File: config.mk
export PLATFORM = sky130hd
export DESIGN_NAME = butterfly_resp
export DESIGN_NICKNAME = d
export VERILOG_FILES = /design/src/rtl/butterfly_resp.sv
export SDC_FILE = /design/constraint.sdc
export NUM_CORES = 2
export LEC_CHECK = 0
export BUFFER_PORTS_ARGS = -buffer_cell sky130_fd_sc_hd__buf_4
export CORE_ASPECT_RATIO = 0.75
export CORE_UTILIZATION = 60
export DETAILED_ROUTE_END_ITERATION = 8
export GPL_TIMING_DRIVEN = 0
export PLACE_DENSITY_LB_ADDON = 0.3
export SLEW_MARGIN = 0
export SYNTH_ARGS = -nofsm -noshare
export SYNTH_HDL_FRONTEND = slang
export SYNTH_SLANG_ARGS = --single-unit
File: constraint.sdc
create_clock -name clk_i -period 43.4 [get_ports clk_i]
set_input_delay 4.34 -clock clk_i [delete_from_list [all_inputs] [get_ports clk_i]]
set_output_delay 4.34 -clock clk_i [all_outputs]
set_load 0.02 [all_outputs]
File: src/rtl/butterfly_resp.sv
// -----------------------------------------------------------------------------
// butterfly_resp
// Streaming responder for NTT butterflies over Z_q (default q = 8380417).
// Accepts (a, b, twiddle, mode) on a valid/ready handshake, computes either
// the forward Cooley-Tukey or the inverse Gentleman-Sande butterfly in a
// 3-stage pipeline, and returns (a', b') on a valid/ready handshake with
// full backpressure.
//
//   CT (sel=0): t = b*w mod Q;  a' = a + t;  b' = a - t            (mod Q)
//   GS (sel=1): a' = a + b;     b' = (a - b) * w                   (mod Q)
//
// Ports
//   clk_i, rst_n_i           clock, asynchronous active-low reset
//   in_valid_i / in_ready_o  operand handshake
//   a_i, b_i, twiddle_i      operands (residues in [0, Q-1])
//   sel_butterfly_i          0 = CT (forward), 1 = GS (inverse)
//   out_valid_o/out_ready_i  result handshake
//   a_o, b_o                 results a', b'
//   range_err_o              an operand of this result was >= Q
//   count_o                  results accepted by the consumer (wraps)
//
// Pipeline
//   S1: operands, range flag, GS sum and difference
//   S2: 2W-bit product (CT: b*w, GS: (a-b)*w)
//   S3: reduced product and final CT add/sub; drives the outputs
//   All stages move together on advance = !v3 || out_ready_i.
// -----------------------------------------------------------------------------
module butterfly_resp #(
   parameter int unsigned Q = 8380417,
   parameter int unsigned W = 23
) (
   input  logic         clk_i,
   input  logic         rst_n_i,
   input  logic         in_valid_i,
   output logic         in_ready_o,
   input  logic [W-1:0] a_i,
   input  logic [W-1:0] b_i,
   input  logic [W-1:0] twiddle_i,
   input  logic         sel_butterfly_i,
   output logic         out_valid_o,
   input  logic         out_ready_i,
   output logic [W-1:0] a_o,
   output logic [W-1:0] b_o,
   output logic         range_err_o,
   output logic [15:0]  count_o
);

   localparam logic [W:0]     QW  = (W+1)'(Q);
   localparam logic [W-1:0]   QN  = W'(Q);
   localparam logic [2*W-1:0] Q2W = (2*W)'(Q);

   // (x + y) mod Q for x, y in [0, Q-1]: W+1-bit sum, one conditional subtract.
   function automatic logic [W-1:0] add_mod(input logic [W-1:0] x,
                                           input logic [W-1:0] y);
      logic [W:0] s;
      s = {1'b0, x} + {1'b0, y};
      if (s >= QW) s = s - QW;
      return W'(s);
   endfunction

   // (x - y) mod Q for x, y in [0, Q-1]: add Q back on borrow.
   function automatic logic [W-1:0] sub_mod(input logic [W-1:0] x,
                                           input logic [W-1:0] y);
      logic [W:0] d;
      if (x >= y) d = {1'b0, x} - {1'b0, y};
      else        d = {1'b0, x} + QW - {1'b0, y};
      return W'(d);
   endfunction

   // Full reduction of a 2W-bit product by the constant modulus.
   function automatic logic [W-1:0] red_mod(input logic [2*W-1:0] p);
      logic [2*W-1:0] r;
      r = p % Q2W;
      return W'(r);
   endfunction

   // ---------------------------------------------------------------- control
   logic advance;
   logic in_fire;
   logic out_fire;
   logic v1_q, v2_q, v3_q;

   assign advance    = !v3_q || out_ready_i;
   assign in_ready_o = advance;
   assign in_fire    = in_valid_i && advance;
   assign out_fire   = v3_q && out_ready_i;

   // ---------------------------------------------------------------- stage 1
   logic [W-1:0] a1_q, x1_q, w1_q, sum1_q;
   logic         sel1_q, err1_q;
   logic [W-1:0] x1_d;
   logic         err1_d;

   // GS difference replaces b as the multiplicand; CT multiplies b directly.
   assign x1_d   = sel_butterfly_i ? sub_mod(a_i, b_i) : b_i;
   assign err1_d = (a_i >= QN) || (b_i >= QN) || (twiddle_i >= QN);

   // NOTE: sequential state uses non-blocking assignments so every register
   // samples pre-edge values and the stages shift without races.
   // NOTE: data registers are reset too, because a_o/b_o/range_err_o must
   // read 0 out of reset, not just the valid bits.
   always_ff @(posedge clk_i or negedge rst_n_i) begin
      if (!rst_n_i) begin
         v1_q   <= 1'b0;
         a1_q   <= '0;
         x1_q   <= '0;
         w1_q   <= '0;
         sum1_q <= '0;
         sel1_q <= 1'b0;
         err1_q <= 1'b0;
      end else if (advance) begin
         v1_q <= in_fire;
         // Operands are captured only on a real transfer.
         if (in_fire) begin
            a1_q   <= a_i;
            x1_q   <= x1_d;
            w1_q   <= twiddle_i;
            sum1_q <= add_mod(a_i, b_i);
            sel1_q <= sel_butterfly_i;
            err1_q <= err1_d;
         end
      end
   end

   // ---------------------------------------------------------------- stage 2
   logic [W-1:0]   a2_q, sum2_q;
   logic [2*W-1:0] prod2_q;
   logic           sel2_q, err2_q;

   always_ff @(posedge clk_i or negedge rst_n_i) begin
      if (!rst_n_i) begin
         v2_q    <= 1'b0;
         a2_q    <= '0;
         sum2_q  <= '0;
         prod2_q <= '0;
         sel2_q  <= 1'b0;
         err2_q  <= 1'b0;
      end else if (advance) begin
         v2_q <= v1_q;
         if (v1_q) begin
            a2_q    <= a1_q;
            sum2_q  <= sum1_q;
            prod2_q <= (2*W)'(x1_q) * (2*W)'(w1_q);
            sel2_q  <= sel1_q;
            err2_q  <= err1_q;
         end
      end
   end

   // ---------------------------------------------------------------- stage 3
   logic [W-1:0] a3_q, b3_q;
   logic         err3_q;
   logic [W-1:0] t3;
   logic [W-1:0] a3_d, b3_d;

   assign t3 = red_mod(prod2_q);

   // NOTE: both outputs get a value on every path, so no latch is inferred.
   always_comb begin
      a3_d = sum2_q;
      b3_d = t3;
      if (!sel2_q) begin
         a3_d = add_mod(a2_q, t3);
         b3_d = sub_mod(a2_q, t3);
      end
   end

   always_ff @(posedge clk_i or negedge rst_n_i) begin
      if (!rst_n_i) begin
         v3_q   <= 1'b0;
         a3_q   <= '0;
         b3_q   <= '0;
         err3_q <= 1'b0;
      end else if (advance) begin
         v3_q <= v2_q;
         // Outputs change only on advance, so a stalled result holds steady.
         if (v2_q) begin
            a3_q   <= a3_d;
            b3_q   <= b3_d;
            err3_q <= err2_q;
         end
      end
   end

   // ---------------------------------------------------------------- counter
   logic [15:0] count_q;

   always_ff @(posedge clk_i or negedge rst_n_i) begin
      if (!rst_n_i)      count_q <= '0;
      else if (out_fire) count_q <= count_q + 16'd1;
   end

   assign out_valid_o = v3_q;
   assign a_o         = a3_q;
   assign b_o         = b3_q;
   assign range_err_o = err3_q;
   assign count_o     = count_q;

endmodule

# Yosys cells after proc, flatten, opt, wreduce, memory -nomap -nowiden
# Index checks and enable logic that the tools add are counted.
[word_totals]
inputBits = 74
output_inout_bits = 65
word_cells = 54
ff_bits = 254
[classes]
mul = 1
n_reduce_logical = 9
mux = 7
n_div = 1
add_sub_neg = 11
n_lt_le_gt_ge = 7
[ops]
columns = ["op", "n"]
rows = [
  ["two-way mux 23 bit", 7],
  ["subtractor 23 bit", 4],
  [">= comparator 23 bit, second input constant", 3],
  ["adder 23 x 23 -> 24 bit", 2],
  [">= comparator 24 x 23 -> 1 bit, second input constant", 2],
  ["adder 23 bit, second input constant", 2],
  [">= comparator 23 bit", 2],
  ["modulo 46 x 23 -> 46 bit, second input constant", 1],
  ["multiplier 23 x 23 -> 46 bit", 1],
  ["subtractor 23 bit, second input constant", 2],
  ["adder 16 x 1 -> 16 bit, second input constant", 1],
  ["AND reduction 2 bit", 3],
  ["logical OR 1 bit", 3],
  ["logical AND 1 bit", 2],
  ["logical NOT 1 bit", 1],
]

# Longest topological paths before layout
[logic_depth]
depth_word = 5
depth_mapped = 151
mapped_depth_nobuf = 126

# Worst setup path before layout
# Ideal clock, no wire load.
[synth_timing]
path_kind = "register to register"
startpoint = "reg prod2_q[28]"
endpoint = "reg a3_q[10] (netlist: a_o[10])"
synth_period_minus_slack_ns = 34.132
setup_ns = 0.083
path_stages_with_launch = 134
arrival_ns = 34.050
path_buffers = 12
required_ns = 43.317
slack_ns = 9.268
path_cell_list = "dfrtp_1 -> or4_4 -> or2_1 -> clkbuf_1 -> nor4_1 -> nor4b_2 -> and4_1 -> buf_6 -> nor4b_1 -> mux2_4 -> or2_1 -> buf_2 -> o21ai_2 -> a211oi_1 -> or3_4 -> nor4_4 -> a21oi_2 -> o32ai_4 -> [98 not listed] -> a21oi_1 -> o21bai_1 -> a21oi_1 -> o21bai_1 -> xnor2_1 -> or3_1 -> or3_1 -> or2_2 -> nor2_1 -> o2111ai_1 -> nand2_1 -> nand2_1 -> or2_2 -> clkbuf_1 -> or3_1 -> a21oi_1 -> a21oi_1 -> o21ai_0"
[synth_via]
elab_chain_cells = 5
word_cells_on_any_way = 6
cone_classes = "add/sub (2); div (1); order compare (1); mux (2)"
[synth_rtl]
columns = ["item", "line_no", "source"]
rows = [
  ["start, declared", "127", "logic [2*W-1:0] prod2_q;"],
  ["start signal, assigned", "143", "prod2_q <= (2*W)'(x1_q) * (2*W)'(w1_q);"],
  ["modulo 46 x 23 -> 46 bit (*)", "73", "r = p % Q2W;"],
  ["adder 23 x 23 -> 24 bit (*)", "56", "s = {1'b0, x} + {1'b0, y};"],
  ["subtractor 23 bit / >= comparator 24 x 23 -> 1 bit (equally long branches)", "57", "if (s >= QW) s = s - QW;"],
  ["two-way mux 23 bit (*)", "57", ""],
  ["two-way mux 23 bit (*)", "162", "if (!sel2_q) begin"],
  ["end signal, assigned", "171", "a3_q <= '0;"],
  ["end signal, assigned", "178", "a3_q <= a3_d;"],
  ["end, declared", "151", "logic [W-1:0] a3_q, b3_q;"],
]
# Mark *: on every way between the ends. The rest lies on a longest branch, timed or not.
# A chain may end at the register's enable or synchronous reset.

# Final worst setup path
[layout_timing]
startpoint = "reg prod2_q[43]"
endpoint = "reg a3_q[10] (netlist: a_o[10])"
# Same word-level chain as after synthesis.

==> summary.md <==
| Metric | Value |
|---|---|
| Register area | 6360 sq um |
| Hold Path Sink | a1_q[16] |
| Final setup viols | 0 |
| Hold Path Stages | 2 |
| Vias | 49.1k |
| First-pass GRT wire length | 256000 um |
| Filler cells | 7276 |
| Worst Hold Launch | a1_q[16] |
| Commonest non-fill, non-tap cell in the layout | nand2_1 |
| Reg2reg path depth | approximately 140 |
| Initial antenna violation count | 6 |
| Final Hold Fails | 0 |
| Drt pass-1 iters | 8 |
| Routed Wire Length | 162000 um |
| Num Clock Sinks | approximately 250 |
| Share of layout cells above drive strength 1 | under 10% |
| Worst Tran Pin Value | 1.24 ns |
| Port Buf Inserts | 138 |
| Worst hold path type | reg -> reg |
| Routed WL per cell | roughly 21 um |
| Critical-path maximum fanout | 10 |
| Initial Util | 60.8% |
| CTS H-Tree Depth | 1 |
| EDFF count, synth | 0 |
| Post-Layout Inst Area | about 55000 sq um |
| Mapped Avg Cell Area | roughly 8 sq um |
| Worst setup EP type | flip-flop |
| Async SR Flop Fraction | between 90% and 100% |
| Die X | 339 um |
| Post-synth cell types | approximately 140 |
| Max frequency | 24.3 MHz |
| Die Ht | 255 um |
| Die footprint | 86600 sq um |
| Relative slew slack | 17.4% |
| Startpoint types | flip-flop |
| R2R Path Start | prod2_q[43] |
| Mapped cell area | 51200 sq um |
| Period utilization | 94.7% |
| Number of max-cap violations | 0 |
| Total track usage | about 37% |
| DRC errors left | 0 |
| Post-DP HPWL | 134000 um |
| Largest net degree at the start of global routing | 115 |
| Root buf cell | clkbuf_16 |
| Seq/Total Area, Yosys | 12.4% |
| Antenna viol nets, final | 0 |
| CP required | between 40 and 50 ns |
| Final net count | ~7.5k |
| TritonCTS clock tree | done |
| Vias in the first global route | between 40k and 50k |
| Slowest stage cell on the critical path | or4_1 |
| Core footprint | 84300 sq um |
| Critical R2R Capture | a_o[10] |
| Multi-input logic area | around 41000 sq um |
| Slew Limit Fails | 0 |
| Rows | 92 |
| Status | completed |
| Maximum clock path buffer count | 3 |
| Hold_buf cts | 0 |
| Final core occ | 65.6% |
| Iteration-0 DRC Markers | 5424 |
| Fin crit period | 41.12 ns |
| Flop2flop setup slack | 2.28 ns |
| Placed Instance Area | 53800 sq um |
| IO Pins | 139 |
| Hold WS | 0.483 ns |
| Most frequent CP cell | a21oi_1 |
| WS Path Type | reg -> reg |
| Clk Latency, worst-skew pair | roughly 0.63 ns |
| Area delta synth->final | 7.79% |
| CTS clk-pin slew, worst paths | 0.07 ns |
| YS warnings | 0 |
| Final GP Congestion | 1.02 |
| Yosys reg bits | 254 |
| Top_reg_cell synth | dfrtp_1 |
| GRT Residual Overflow | 0 |
| Number of buffers inserted during clock tree synthesis | 29 |
| Worst EP arrival | approximately 42 ns |
| Worst Skew | 0.0338 ns |
| Post-DR vias/cell | 6.34 |
| Syn Nets | 7282 |
| Commonest cells after routing, fill and taps aside | nand2_1, inv_1, fa_1 |
| Post-synthesis cell count | between 6k and 7k |
| CP max stage delay | ~0.70 ns |
per-layer routing:
layer,share of wire [%],global-route usage [%]
met5,0.12,0
met4,2.2,7.88
met3,12,8.85
met2,41,52.0
met1,45,56.3
cells in the mapped netlist, types with 99 or more instances:
library cell | n | area share (%)
a21oi_1 | 251 | 2.5
and2_1 | 209 | 2.6
clkbuf_1 | 235 | 1.7
dfrtp_1 | 254 | 12
fa_1 | 466 | 18
ha_1 | 339 | 8.3
inv_1 | 705 | 5.2
mux2_2 | 99 | 2.2
nand2_1 | 847 | 6.2
nand3_1 | 125 | 1.2
nor2_1 | 413 | 3.0
nor3_1 | 132 | 1.3
o21ai_0 | 275 | 2.7
xnor2_1 | 349 | 6.0
xor2_1 | 140 | 2.4
sequential cells by signal, indices dropped and copies added, names as in the netlist, 16 cells and up:
| name | count |
|---|---|
| a1_q | 23 |
| a2_q | 23 |
| a_o | 23 |
| b_o | 23 |
| count_o | 16 |
| prod2_q | 46 |
| sum1_q | 23 |
| sum2_q | 23 |
| w1_q | 23 |
| x1_q | 23 |
kinds of logic (layout without fill, tap and decap cells):
| logic type | Yosys count | count (layout) | share of synthesized area (%) |
|---|---|---|---|
| compound gates | 1341 | 1341 | 18.5 |
| xor+xnor | 497 | 497 | 8.61 |
| simple gates | 2357 | 2357 | 23.3 |
| flops | 254 | 254 | 12.4 |
| mux | 147 | 147 | 3.13 |
| buf+inv | 993 | 1200 | 7.43 |
| other cells | 0 | 3 | 0 |
| fa+ha+maj | 814 | 814 | 26.7 |
critical path, delay by kind of cell, from the launching register on:
family          cells  cell delay (ns)
mux                 2             0.99
compound gates     56            15.46
xor+xnor            7             1.75
simple gates       51            17.50
fa+ha+maj           3             0.85
flops               1             0.51
buf+inv            17             3.91
repair_timing:
| item | in CTS | in global routing |
|---|---|---|
| resized for setup | 0 | 67 |
| endpoints found under the setup margin | 0 | 46 |
| buffers inserted | 0 | 13 |
how the worst max path moves through the flow:
stage,start,endpoint,slack (ns),cells past startpoint
floorplan,prod2_q[28],a_o[10],9.27,133
global placement,prod2_q[43],a_o[10],1.06,134
detailed placement,prod2_q[43],a_o[10],0.87,133
CTS,prod2_q[43],a_o[10],0.59,134
global route,prod2_q[43],a_o[10],-0.004,138
finish,prod2_q[43],a_o[10],2.28,136
per-stage QoR:
step           setup slack (ns)  cells  setup TNS [ns]
2_1_floorplan              9.27   6403               0
5_1_grt                -0.00420   7739        -0.00420
4_1_cts                   0.585   7725               0
3_5_place_dp              0.866   7671               0
3_3_place_gp               1.06   7669               0
6_report                   2.28   7741               0
area by class of cell:
| type | instances | share of cell area [%] |
|---|---|---|
| flip-flops and latches | 254 | 11.5 |
| inverters | 709 | 4.82 |
| well taps | 1128 | 2.55 |
| multi-input cells | 5156 | 75.1 |
| clock buffers | 32 | 1.39 |
| plain buffers | 284 | 2.08 |
| clock inverters | 22 | 0.421 |
| repair buffers | 153 | 2.17 |
| diodes | 3 | 0.0136 |
Power is not shown: default switching activity piles up to over one toggle a cycle in this logic, so the estimate is an artifact.
